===== config.mk =====
export PLATFORM = sky130hd
export DESIGN_NAME = mode_arbiter
export DESIGN_NICKNAME = d
export VERILOG_FILES = /design/src/rtl/mode_arbiter_pkg.sv /design/src/rtl/mode_arbiter_btn_debounce.sv /design/src/rtl/mode_arbiter.sv
export SDC_FILE = /design/constraint.sdc
export NUM_CORES = 1
export LEC_CHECK = 0
export BUFFER_PORTS_ARGS = -buffer_cell sky130_fd_sc_hd__buf_2
export CAP_MARGIN = 15
export CORE_MARGIN = 2
export CORE_UTILIZATION = 52
export CTS_CLUSTER_DIAMETER = 30
export DETAILED_ROUTE_END_ITERATION = 10
export GPL_TIMING_DRIVEN = 0
export PLACE_DENSITY = 0.71
export SYNTH_ARGS = -nofsm -noshare
export SYNTH_HDL_FRONTEND = slang
export SYNTH_SLANG_ARGS = --single-unit

===== constraint.sdc =====
create_clock -name clk -period 2.6 [get_ports clk]
set_clock_uncertainty 0.05 [all_clocks]
set_input_delay 0.65 -clock clk [delete_from_list [all_inputs] [get_ports clk]]
set_output_delay 0.65 -clock clk [all_outputs]
set_load 0.005 [all_outputs]

===== src/rtl/mode_arbiter_pkg.sv =====
// Shared mode codes, note limits and FSM state type for the mode arbiter.
package mode_arbiter_pkg;

    localparam logic [1:0] MODE_IDLE  = 2'd0;
    localparam logic [1:0] MODE_FREE  = 2'd1;
    localparam logic [1:0] MODE_AUTO  = 2'd2;
    localparam logic [1:0] MODE_LEARN = 2'd3;

    localparam logic [3:0] NOTE_SILENCE = 4'd0;
    localparam logic [3:0] NOTE_MAX     = 4'd7;

    typedef enum logic [2:0] {
        ST_IDLE,
        ST_GAP,
        ST_FREE,
        ST_AUTO,
        ST_LEARN
    } state_t;

    // Mode reached by one "next" press: IDLE->FREE->AUTO->LEARN->FREE.
    function automatic logic [1:0] next_mode(input logic [1:0] m);
        return (m == MODE_LEARN) ? MODE_FREE : m + 2'd1;
    endfunction

    // Out-of-range notes are played as silence.
    function automatic logic [3:0] clip_note(input logic [3:0] n);
        return (n > NOTE_MAX) ? NOTE_SILENCE : n;
    endfunction

    function automatic logic [1:0] mode_of(input state_t s);
        case (s)
            ST_FREE:  return MODE_FREE;
            ST_AUTO:  return MODE_AUTO;
            ST_LEARN: return MODE_LEARN;
            default:  return MODE_IDLE;
        endcase
    endfunction

    function automatic state_t state_of(input logic [1:0] m);
        case (m)
            MODE_FREE:  return ST_FREE;
            MODE_AUTO:  return ST_AUTO;
            MODE_LEARN: return ST_LEARN;
            default:    return ST_IDLE;
        endcase
    endfunction

endpackage


===== src/rtl/mode_arbiter_btn_debounce.sv =====
// Button front end: 2-FF synchroniser, debouncer and one-cycle press pulse.
// After reset the debouncer stays disarmed until it has seen the button
// released for DEBOUNCE_CYC samples, so a button held through reset never
// produces a press.
module btn_debounce #(
    parameter int DEBOUNCE_CYC = 1_000_000
) (
    input  logic clk,
    input  logic rst_n,
    input  logic btn,
    output logic press
);

    localparam int CW = (DEBOUNCE_CYC > 1) ? $clog2(DEBOUNCE_CYC) : 1;
    localparam logic [CW-1:0] CNT_LAST = CW'(DEBOUNCE_CYC - 1);

    logic          sync1, sync2;
    logic          level, armed;
    logic [CW-1:0] cnt;
    logic          want, hit;

    // Value the counter is waiting for: the opposite of the debounced level,
    // or "released" while still disarmed.
    assign want = armed & ~level;
    assign hit  = (sync2 == want) && (cnt == CNT_LAST);

    // Two-flop synchroniser for the raw button.
    always_ff @(posedge clk or negedge rst_n) begin
        if (!rst_n) begin
            sync1 <= 1'b0;
            sync2 <= 1'b0;
        end else begin
            sync1 <= btn;
            sync2 <= sync1;
        end
    end

    // Count consecutive samples at the wanted value; commit on the last one.
    always_ff @(posedge clk or negedge rst_n) begin
        if (!rst_n) begin
            cnt   <= '0;
            level <= 1'b0;
            armed <= 1'b0;
            press <= 1'b0;
        end else begin
            if (sync2 != want || cnt == CNT_LAST) cnt <= '0;
            else                                  cnt <= cnt + CW'(1);
            if (hit) begin
                if (armed) level <= sync2;
                else       armed <= 1'b1;
            end
            press <= hit & armed & want;
        end
    end

endmodule


===== src/rtl/mode_arbiter.sv =====
// Mode arbiter: grants one of three players, inserts a muted gap on every
// handover and drives the buzzer note / LED pattern of the granted player.
module mode_arbiter
    import mode_arbiter_pkg::*;
#(
    parameter int DEBOUNCE_CYC = 1_000_000,
    parameter int GAP_CYC      = 5_000_000
) (
    input  logic       clk,
    input  logic       rst_n,
    input  logic       btn_next,
    input  logic       btn_stop,
    input  logic [3:0] free_note,
    input  logic [3:0] auto_note,
    input  logic [3:0] learn_note,
    input  logic [6:0] free_led,
    input  logic [6:0] auto_led,
    input  logic [6:0] learn_led,
    input  logic       auto_done,
    output logic       free_en,
    output logic       auto_en,
    output logic       learn_en,
    output logic [3:0] note_to_play,
    output logic [6:0] led_out,
    output logic [1:0] mode_out,
    output logic       muting
);

    localparam int GW = (GAP_CYC > 1) ? $clog2(GAP_CYC) : 1;
    localparam logic [GW-1:0] GAP_LAST = GW'(GAP_CYC - 1);

    logic          next_p, stop_p;
    state_t        state, state_nx;
    logic [1:0]    target, target_nx;
    logic [GW-1:0] gap_cnt, gap_nx;

    logic [2:0]    en_nx;
    logic [3:0]    note_nx;
    logic [6:0]    led_nx;
    logic [1:0]    mode_nx;
    logic          mute_nx;

    btn_debounce #(.DEBOUNCE_CYC(DEBOUNCE_CYC)) u_next (
        .clk(clk), .rst_n(rst_n), .btn(btn_next), .press(next_p)
    );

    btn_debounce #(.DEBOUNCE_CYC(DEBOUNCE_CYC)) u_stop (
        .clk(clk), .rst_n(rst_n), .btn(btn_stop), .press(stop_p)
    );

    // State, gap target and gap counter registers.
    always_ff @(posedge clk or negedge rst_n) begin
        if (!rst_n) begin
            state   <= ST_IDLE;
            target  <= MODE_IDLE;
            gap_cnt <= '0;
        end else begin
            state   <= state_nx;
            target  <= target_nx;
            gap_cnt <= gap_nx;
        end
    end

    // Next state: stop beats song end beats next beats gap countdown.
    // A next press during the gap advances from the pending target.
    always_comb begin
        state_nx  = state;
        target_nx = target;
        gap_nx    = gap_cnt;
        if (stop_p) begin
            state_nx = ST_IDLE;
        end else if (state == ST_AUTO && auto_done) begin
            state_nx = ST_IDLE;
        end else if (next_p) begin
            target_nx = next_mode((state == ST_GAP) ? target : mode_of(state));
            state_nx  = ST_GAP;
            gap_nx    = GAP_LAST;
        end else if (state == ST_GAP) begin
            if (gap_cnt == '0) state_nx = state_of(target);
            else               gap_nx   = gap_cnt - GW'(1);
        end
    end

    // Output mux keyed on the upcoming state so the registered outputs
    // change in the same cycle as the state register.
    always_comb begin
        en_nx   = 3'b000;
        note_nx = NOTE_SILENCE;
        led_nx  = '0;
        mode_nx = MODE_IDLE;
        mute_nx = 1'b0;
        case (state_nx)
            ST_GAP: begin
                mute_nx = 1'b1;
                mode_nx = target_nx;
            end
            ST_FREE: begin
                en_nx   = 3'b001;
                note_nx = clip_note(free_note);
                led_nx  = free_led;
                mode_nx = MODE_FREE;
            end
            ST_AUTO: begin
                en_nx   = 3'b010;
                note_nx = clip_note(auto_note);
                led_nx  = auto_led;
                mode_nx = MODE_AUTO;
            end
            ST_LEARN: begin
                en_nx   = 3'b100;
                note_nx = clip_note(learn_note);
                led_nx  = learn_led;
                mode_nx = MODE_LEARN;
            end
            default: ;
        endcase
    end

    // Registered outputs.
    always_ff @(posedge clk or negedge rst_n) begin
        if (!rst_n) begin
            {learn_en, auto_en, free_en} <= 3'b000;
            note_to_play <= NOTE_SILENCE;
            led_out      <= '0;
            mode_out     <= MODE_IDLE;
            muting       <= 1'b0;
        end else begin
            {learn_en, auto_en, free_en} <= en_nx;
            note_to_play <= note_nx;
            led_out      <= led_nx;
            mode_out     <= mode_nx;
            muting       <= mute_nx;
        end
    end

endmodule

==> results of run 1 <==
## power groups by stage
| stage | Clock [W] | Combinational (W) | Sequential (W) |
|---|---|---|---|
| global route | 0.00123 | 0.000132 | 0.00151 |
| global placement | 0 | 0.000106 | 0.00153 |
| finish | 0.00116 | 0.000113 | 0.00150 |
| floorplan | 0 | 0.0000337 | 0.00153 |
| detailed placement | 0 | 0.000115 | 0.00153 |
| CTS | 0.00118 | 0.000115 | 0.00150 |
## final cells by class
cell class / count / area [um2] / share of cell area
sequential: 95 / 2380 / 0.415
multi-input combinational: 349 / 2300 / 0.402
timing repair buffer: 86 / 548 / 0.0957
tap: 108 / 135 / 0.0236
clock buffer: 11 / 131 / 0.0229
clock inverter: 5 / 106 / 0.0186
buffer: 13 / 75.1 / 0.0131
inverter: 13 / 48.8 / 0.00852
## cell usage in the layout, fill, tap and decap left out, types with 3 or more instances in the layout
cell type and instances:
and3_1 9, ha_1 5, o211ai_1 3, a32oi_2 3, dfrtp_1 95, or2_2 4, nor4_2 3, buf_6 7
nor4_1 7, clkbuf_8 9, nor3_1 23, nand4_1 9, o21ai_0 5, xnor2_1 40, inv_1 11, xor2_1 21
nand2_1 50, nor2_1 76, nand4b_1 6, bufinv_16 3, clkbuf_1 9, or3_1 3, nand3b_1 8, buf_2 54
or4_4 6, buf_4 28, and2_1 4, nand3_1 21
## worst max-delay path by stage
stage / start / to / slack [ns] / cells past startpoint
after floorplan: gap_cnt[15]$_DFFE_PN0P_ / mode_out[1]$_DFF_PN0_ / -0.05 / 7
after global placement: gap_cnt[2]$_DFFE_PN0P_ / note_to_play[0]$_DFF_PN0_ / -0.49 / 6
after detailed placement: gap_cnt[15]$_DFFE_PN0P_ / note_to_play[0]$_DFF_PN0_ / -0.58 / 6
after CTS: gap_cnt[0]$_DFFE_PN0P_ / mode_out[1]$_DFF_PN0_ / -0.06 / 8
after global routing: gap_cnt[3]$_DFFE_PN0P_ / led_out[5]$_DFF_PN0_ / -0.17 / 7
final: gap_cnt[3]$_DFFE_PN0P_ / led_out[5]$_DFF_PN0_ / -0.11 / 7
## sequential cells by signal, indices dropped and copies added, names as in the netlist, 2 cells and up
name,cells
gap_cnt,23
led_out,7
mode_out,2
note_to_play,4
state,3
target,2
u_next.cnt,20
u_stop.cnt,20
## critical path, stage by stage, from the launching register on
cell	delay, ns
dfrtp_1	0.41
or4_4	0.56
or4_4	0.58
o41a_1	0.44
a21boi_4	0.18
buf_6	0.15
a32oi_2	0.16
nand2_1	0.07
## cell families after synthesis
kind of cell / share of synthesized area
AOI/OAI and AO/OA: 0.0496
xor gates and xnor gates: 0.116
adders and majority gates: 0.0190
buffers and inverters: 0.0249
DFF: 0.514
muxes: 0.00487
other: 0.000812
and+or+nand+nor: 0.271
## metrics by stage
step,setup slack (ns),std cells,TNS (ns),total power [W]
6_report,-0.112,680,-0.878,0.00278
5_1_grt,-0.172,680,-1.82,0.00287
4_1_cts,-0.0568,670,-0.302,0.00280
3_5_place_dp,-0.578,636,-9.25,0.00165
3_3_place_gp,-0.492,635,-12.88,0.00164
2_1_floorplan,-0.0485,473,-0.119,0.00157
## per-layer routing
layer,vias to the layer above,global-route usage
li1,1813,-
met2,82,0.331
met1,1795,0.292
met4,0,0.0948
met5,-,0
met3,25,0.0358
## timing repair
item                                    in CTS  in global routing
endpoints found under the setup margin      44                 51
gates resized for setup                     21                 28
pin swaps                                    9                 15
setup buffers                               19                 10
gates cloned                                 1                  1
==> summary.txt, run 1 <==
Status
  – Status: complete, but fails checks
  – Failing checks: setup timing

Yosys
  – Avg Inst Size Synth: 9.77 um2
  – EDFF count, synth: 0
  – Syn nets: 518
  – Synth top cells by count: dfrtp_1, nor2_1, nand2_1, xnor2_1, nor3_1
  – Top cells by area, synth: dfrtp_1, xnor2_1, nor2_1
  – Synth Flop Type: dfrtp_1
  – Asr flop ratio synth: 1.00
  – Synth top area share: 0.514
  – Sequential element share of the synthesized area: 0.514
  – Yosys cell types: 48
  – Dominant cell type by area after synthesis: dfrtp_1
  – Most common cell in the netlist: dfrtp_1
  – Synthesized area: 0.00462 mm2
  – Warnings, synthesis: 0
  – Synthesized flop and latch total: 95
  – Cells after Synth: 473

Routing
  – Met3 wire len: 384 um
  – DRC viols: 0
  – Number of routed nets with antenna violations: 0
  – Met2 routed WL: 4720 um
  – Vias/cell: 5.46
  – Initial DRC Count: 152
  – Via Count: 3715
  – DR WL/cell: 14.6 um
  – Highest routed layer: met4
  – Met1 WL: 4530 um
  – DR pass1 iterations: 5
  – Post-Route WL: 9900 um

Pwr
  – Flop pwr share: 0.542
  – Power Density: 485 mW/mm2
  – P_int: 0.00219 W
  – Peak supply drop: 0.338 mV
  – Comb power frac: 0.041
  – Sw Share: 0.213
  – Leak Pwr: 2.52 nW
  – Sw power: 0.000590 W
  – Clock power share: 0.417

STA
  – Final Max Slew Viols: 0
  – Hold Vio Cnt, Final: 0
  – Worst slew pin tran: 0.547 ns
  – RSZ-0062 raised after global routing: yes
  – Final period util: 1.04
  – Fin crit period: 2.71 ns
  – Hold Slack: 0.199 ns
  – Max-slew headroom: 0.633
  – Final setup margin: -0.112 ns
  – Fmax: 369 MHz
  – Setup violators final: 11

Global route
  – Vias in the first global route: 3665
  – Pin count of the biggest net entering global routing: 57
  – GRT overflow: 0
  – Initial antenna violation count: 0
  – GR Util All Layers: 0.212
  – Global-route wire length before repair: 16800 um

Clocking
  – CTS tree: done
  – Later-pin clock latency in the skew report: 0.36 ns
  – H-tree depth: 3
  – TritonCTS buffer count: 9
  – CTS root buffer: clkbuf_8
  – Cts hold-fix bufs: 0
  – Bufs on Longest Clock Path: 2
  – Worst-path clk slew: 0.09 ns
  – Sink Count: 95

Floorplan
  – Full die area: 0.00966 mm2
  – IO Pins: 55
  – Rows: 34
  – DIE HEIGHT: 98.3 um
  – Die width: 98.3 um
  – Initial Util: 0.532
  – Core Region: 0.00868 mm2

Layout
  – Area growth syn-to-layout: 23.9%
  – Final Util: 0.660
  – # diodes: 0
  – Fillers: 685
  – Post-route cell area: 0.00573 mm2
  – Net count reported at finish: 612
  – Share of layout cells above drive strength 1: 0.248

Placed design
  – Post-DP HPWL: 6500 um
  – Gpl congestion: 0.869
  – PortBufs: 54
  – Placed cell areas: 0.00507 mm2

Critical path
  – Worst setup SP type: flop
  – Worst reg2reg setup slack: -0.11 ns
  – Crit path arrival time: 2.91 ns
  – Reg2reg start: gap_cnt[3]$_DFFE_PN0P_
  – R2R depth: 7
  – Worst Setup End Kind: flop
  – RR Endpoint: led_out[5]$_DFF_PN0_
  – WS Path Type: reg2reg
  – Largest fanout on the critical path: 5
  – Worst Path Required: 2.80 ns

Hold path
  – Worst min-delay path class: in2async

Flow run
  – Max-Cap Viols: 0
Power figures use the tool's default switching activity.
==> run 2, diff against run 1 <==
--- a/config.mk
+++ b/config.mk
@@ -5,12 +5,12 @@
 export SDC_FILE = /design/constraint.sdc
 export NUM_CORES = 1
 export LEC_CHECK = 0
-export BUFFER_PORTS_ARGS = -buffer_cell sky130_fd_sc_hd__buf_2
 export CAP_MARGIN = 15
 export CORE_MARGIN = 2
-export CORE_UTILIZATION = 52
+export CORE_UTILIZATION = 57
 export CTS_CLUSTER_DIAMETER = 30
 export DETAILED_ROUTE_END_ITERATION = 10
+export DONT_BUFFER_PORTS = 1
 export GPL_TIMING_DRIVEN = 0
 export PLACE_DENSITY = 0.71
 export SYNTH_ARGS = -nofsm -noshare
==> run 2 against run 1 <==
Maximum frequency is 2.0% higher. Cell area decreased by 7.7%. Critical path type unchanged. Global-route usage increased by 1.0 points. The flow finishes with violations (hold timing, setup timing).
==> summary.txt, run 2 (same netlist as run 1, synthesis figures left out) <==
Layout
  – Share of layout cells above drive strength 1: 0.157
  – Net count reported at finish: 549
  – Most flop-heavy register: gap_cnt
  – Top Registers: gap_cnt (23), u_next.cnt (20), u_stop.cnt (20)
  – Max reg flops: 23
  – Fillers: 617
  – # diodes: 0
  – Commonest non-fill, non-tap cell in the layout: dfrtp_1
  – Most frequent cells in the layout: dfrtp_1, nor2_1, nand2_1
  – Area growth syn-to-layout: 14.4%

Critical path
  – Worst Setup End Kind: flop
  – Critical path, cell by cell: or4_4 -> or4_4 -> o41a_1 -> o21ai_4 -> nor3_2 -> a211o_1
  – CP max stage cell: or4_4
  – Worst Path Required: 2.81 ns
  – Most frequent cell on the critical path: or4_4
  – Slowest stage delay, CP: 0.62 ns
  – WS Path Type: reg2reg
  – Largest fanout on the critical path: 6
  – Crit path arrival time: 2.87 ns
  – Buf+Inv Stages, Crit Path: 0
  – Worst setup SP type: flop
  – CP top delay family: simple AND/OR/NAND/NOR gates

Floorplan
  – Core Region: 0.00781 mm2
  – Rows: 32
  – DIE HEIGHT: 94.0 um
  – IO Pins: 55
  – Die width: 94.0 um
  – Full die area: 0.00884 mm2
  – Initial Util: 0.592

Routing
  – DR WL/cell: 15.2 um
  – DRC viols: 0
  – Number of routed nets with antenna violations: 0
  – Vias/cell: 5.68
  – Via Count: 3473
  – DR pass1 iterations: 5
  – Post-Route WL: 9290 um
  – Initial DRC Count: 190

Global route
  – GRT overflow: 0
  – Pin count of the biggest net entering global routing: 96
  – Global-route wire length before repair: 15600 um
  – Vias in the first global route: 3308
  – Initial antenna violation count: 0
  – GR Util All Layers: 0.222

STA
  – Setup violators final: 4
  – Final setup margin: -0.0579 ns
  – Hold Vio Cnt, Final: 95
  – RSZ-0062 raised after global routing: yes
  – Final period util: 1.02
  – Hold Slack: -0.0880 ns
  – Fin crit period: 2.66 ns
  – Fmax: 376 MHz
  – Worst slew pin tran: 0.547 ns
  – Max-slew headroom: 0.633
  – Final Max Slew Viols: 0
  – Setup TNS Final: -0.113 ns

Flow run
  – Max-Cap Viols: 0

Clocking
  – CTS root buffer: clkbuf_8
  – Later-pin clock latency in the skew report: 0.37 ns
  – Sink Count: 95
  – Bufs on Longest Clock Path: 2
  – TritonCTS buffer count: 9
  – Worst-path clk slew: 0.11 ns
  – CTS tree: done
  – H-tree depth: 3

Status
  – Failing checks: hold timing, setup timing
  – Status: complete, but fails checks

Placed design
  – Post-DP HPWL: 6090 um
  – Gpl congestion: 0.859
  – PortBufs: 0

Pwr
  – Leak Pwr: 2.25 nW
  – Peak supply drop: 0.428 mV
  – Power Density: 488 mW/mm2

Hold path
  – Worst min-delay path class: in2async
## run 2: cell count changes in the layout (fill, tap and decap cells not counted), moves of 3 or more
cell	previous run	this run
buf_4	28	21
clkbuf_1	9	6
buf_2	54	2
buf_6	7	4
## run 2: worst register-to-register path, stage by stage, from the launching register on
cell and delay, ns:
dfrtp_1 0.40, or4_4 0.56, or4_4 0.62, o41a_1 0.40, o21ai_4 0.18, nor3_2 0.08
a211o_1 0.26
## run 2: where the power goes
part / leakage [nW] / switching, W / internal (W)
Sequential: 1.20 / 0.0000115 / 0.00150
Clock: 0.104 / 0.000566 / 0.000467
Combinational: 0.944 / 0.0000226 / 0.0000189
## run 2: metrics by stage
step	util	instance area (um2)	total power [W]	std cells	setup slack [ns]
6_report	0.677	5280	0.00258	611	-0.0579
5_1_grt	0.677	5280	0.00269	611	-0.119
4_1_cts	0.666	5200	0.00260	608	-0.0303
3_5_place_dp	0.610	4760	0.00158	575	-0.493
3_3_place_gp	0.610	4760	0.00158	575	-0.515
2_1_floorplan	-	4640	0.00157	473	-0.0485
## run 2: layout make-up
class / instances / area [um2] / share of cell area
plain buffers: 13 / 72.6 / 0.0137
multi-input cells: 349 / 2270 / 0.429
clock buffers: 9 / 124 / 0.0234
repair buffers: 23 / 178 / 0.0336
well taps: 102 / 128 / 0.0242
inverters: 13 / 48.8 / 0.00924
flip-flops and latches: 95 / 2380 / 0.450
clock inverters: 7 / 86.3 / 0.0163
## run 2: routing by layer
metal / global-route usage / share of wire
met1: 0.313 / 0.46
met2: 0.352 / 0.48
met3: 0.0377 / 0.038
met4: 0.0688 / 0.018
met5: 0 / 0
## run 2: repair_timing
action,in CTS,in global routing
setup buffers,18,4
gates cloned,1,0
pin swaps,3,10
hold endpoints to repair,95,95
resized for setup,20,19
endpoints found under the setup margin,45,45
## run 2: path summary, 6_finish.rpt
kind / startpoint / endpoint / cells after the start / slack (ns)
min reg2reg: u_next.sync1$_DFF_PN0_ / u_next.sync2$_DFF_PN0_ / 0 / 0.31
max reg2reg: gap_cnt[9]$_DFFE_PN0P_ / mode_out[1]$_DFF_PN0_ / 6 / -0.06
min in group clk: btn_stop / u_stop.sync1$_DFF_PN0_ / 0 / 0.27
max in group asynchronous: rst_n / u_stop.cnt[4]$_DFF_PN0_ / 0 / 2.45
min: rst_n / led_out[1]$_DFF_PN0_ / 0 / -0.09
max: gap_cnt[9]$_DFFE_PN0P_ / mode_out[1]$_DFF_PN0_ / 6 / -0.06
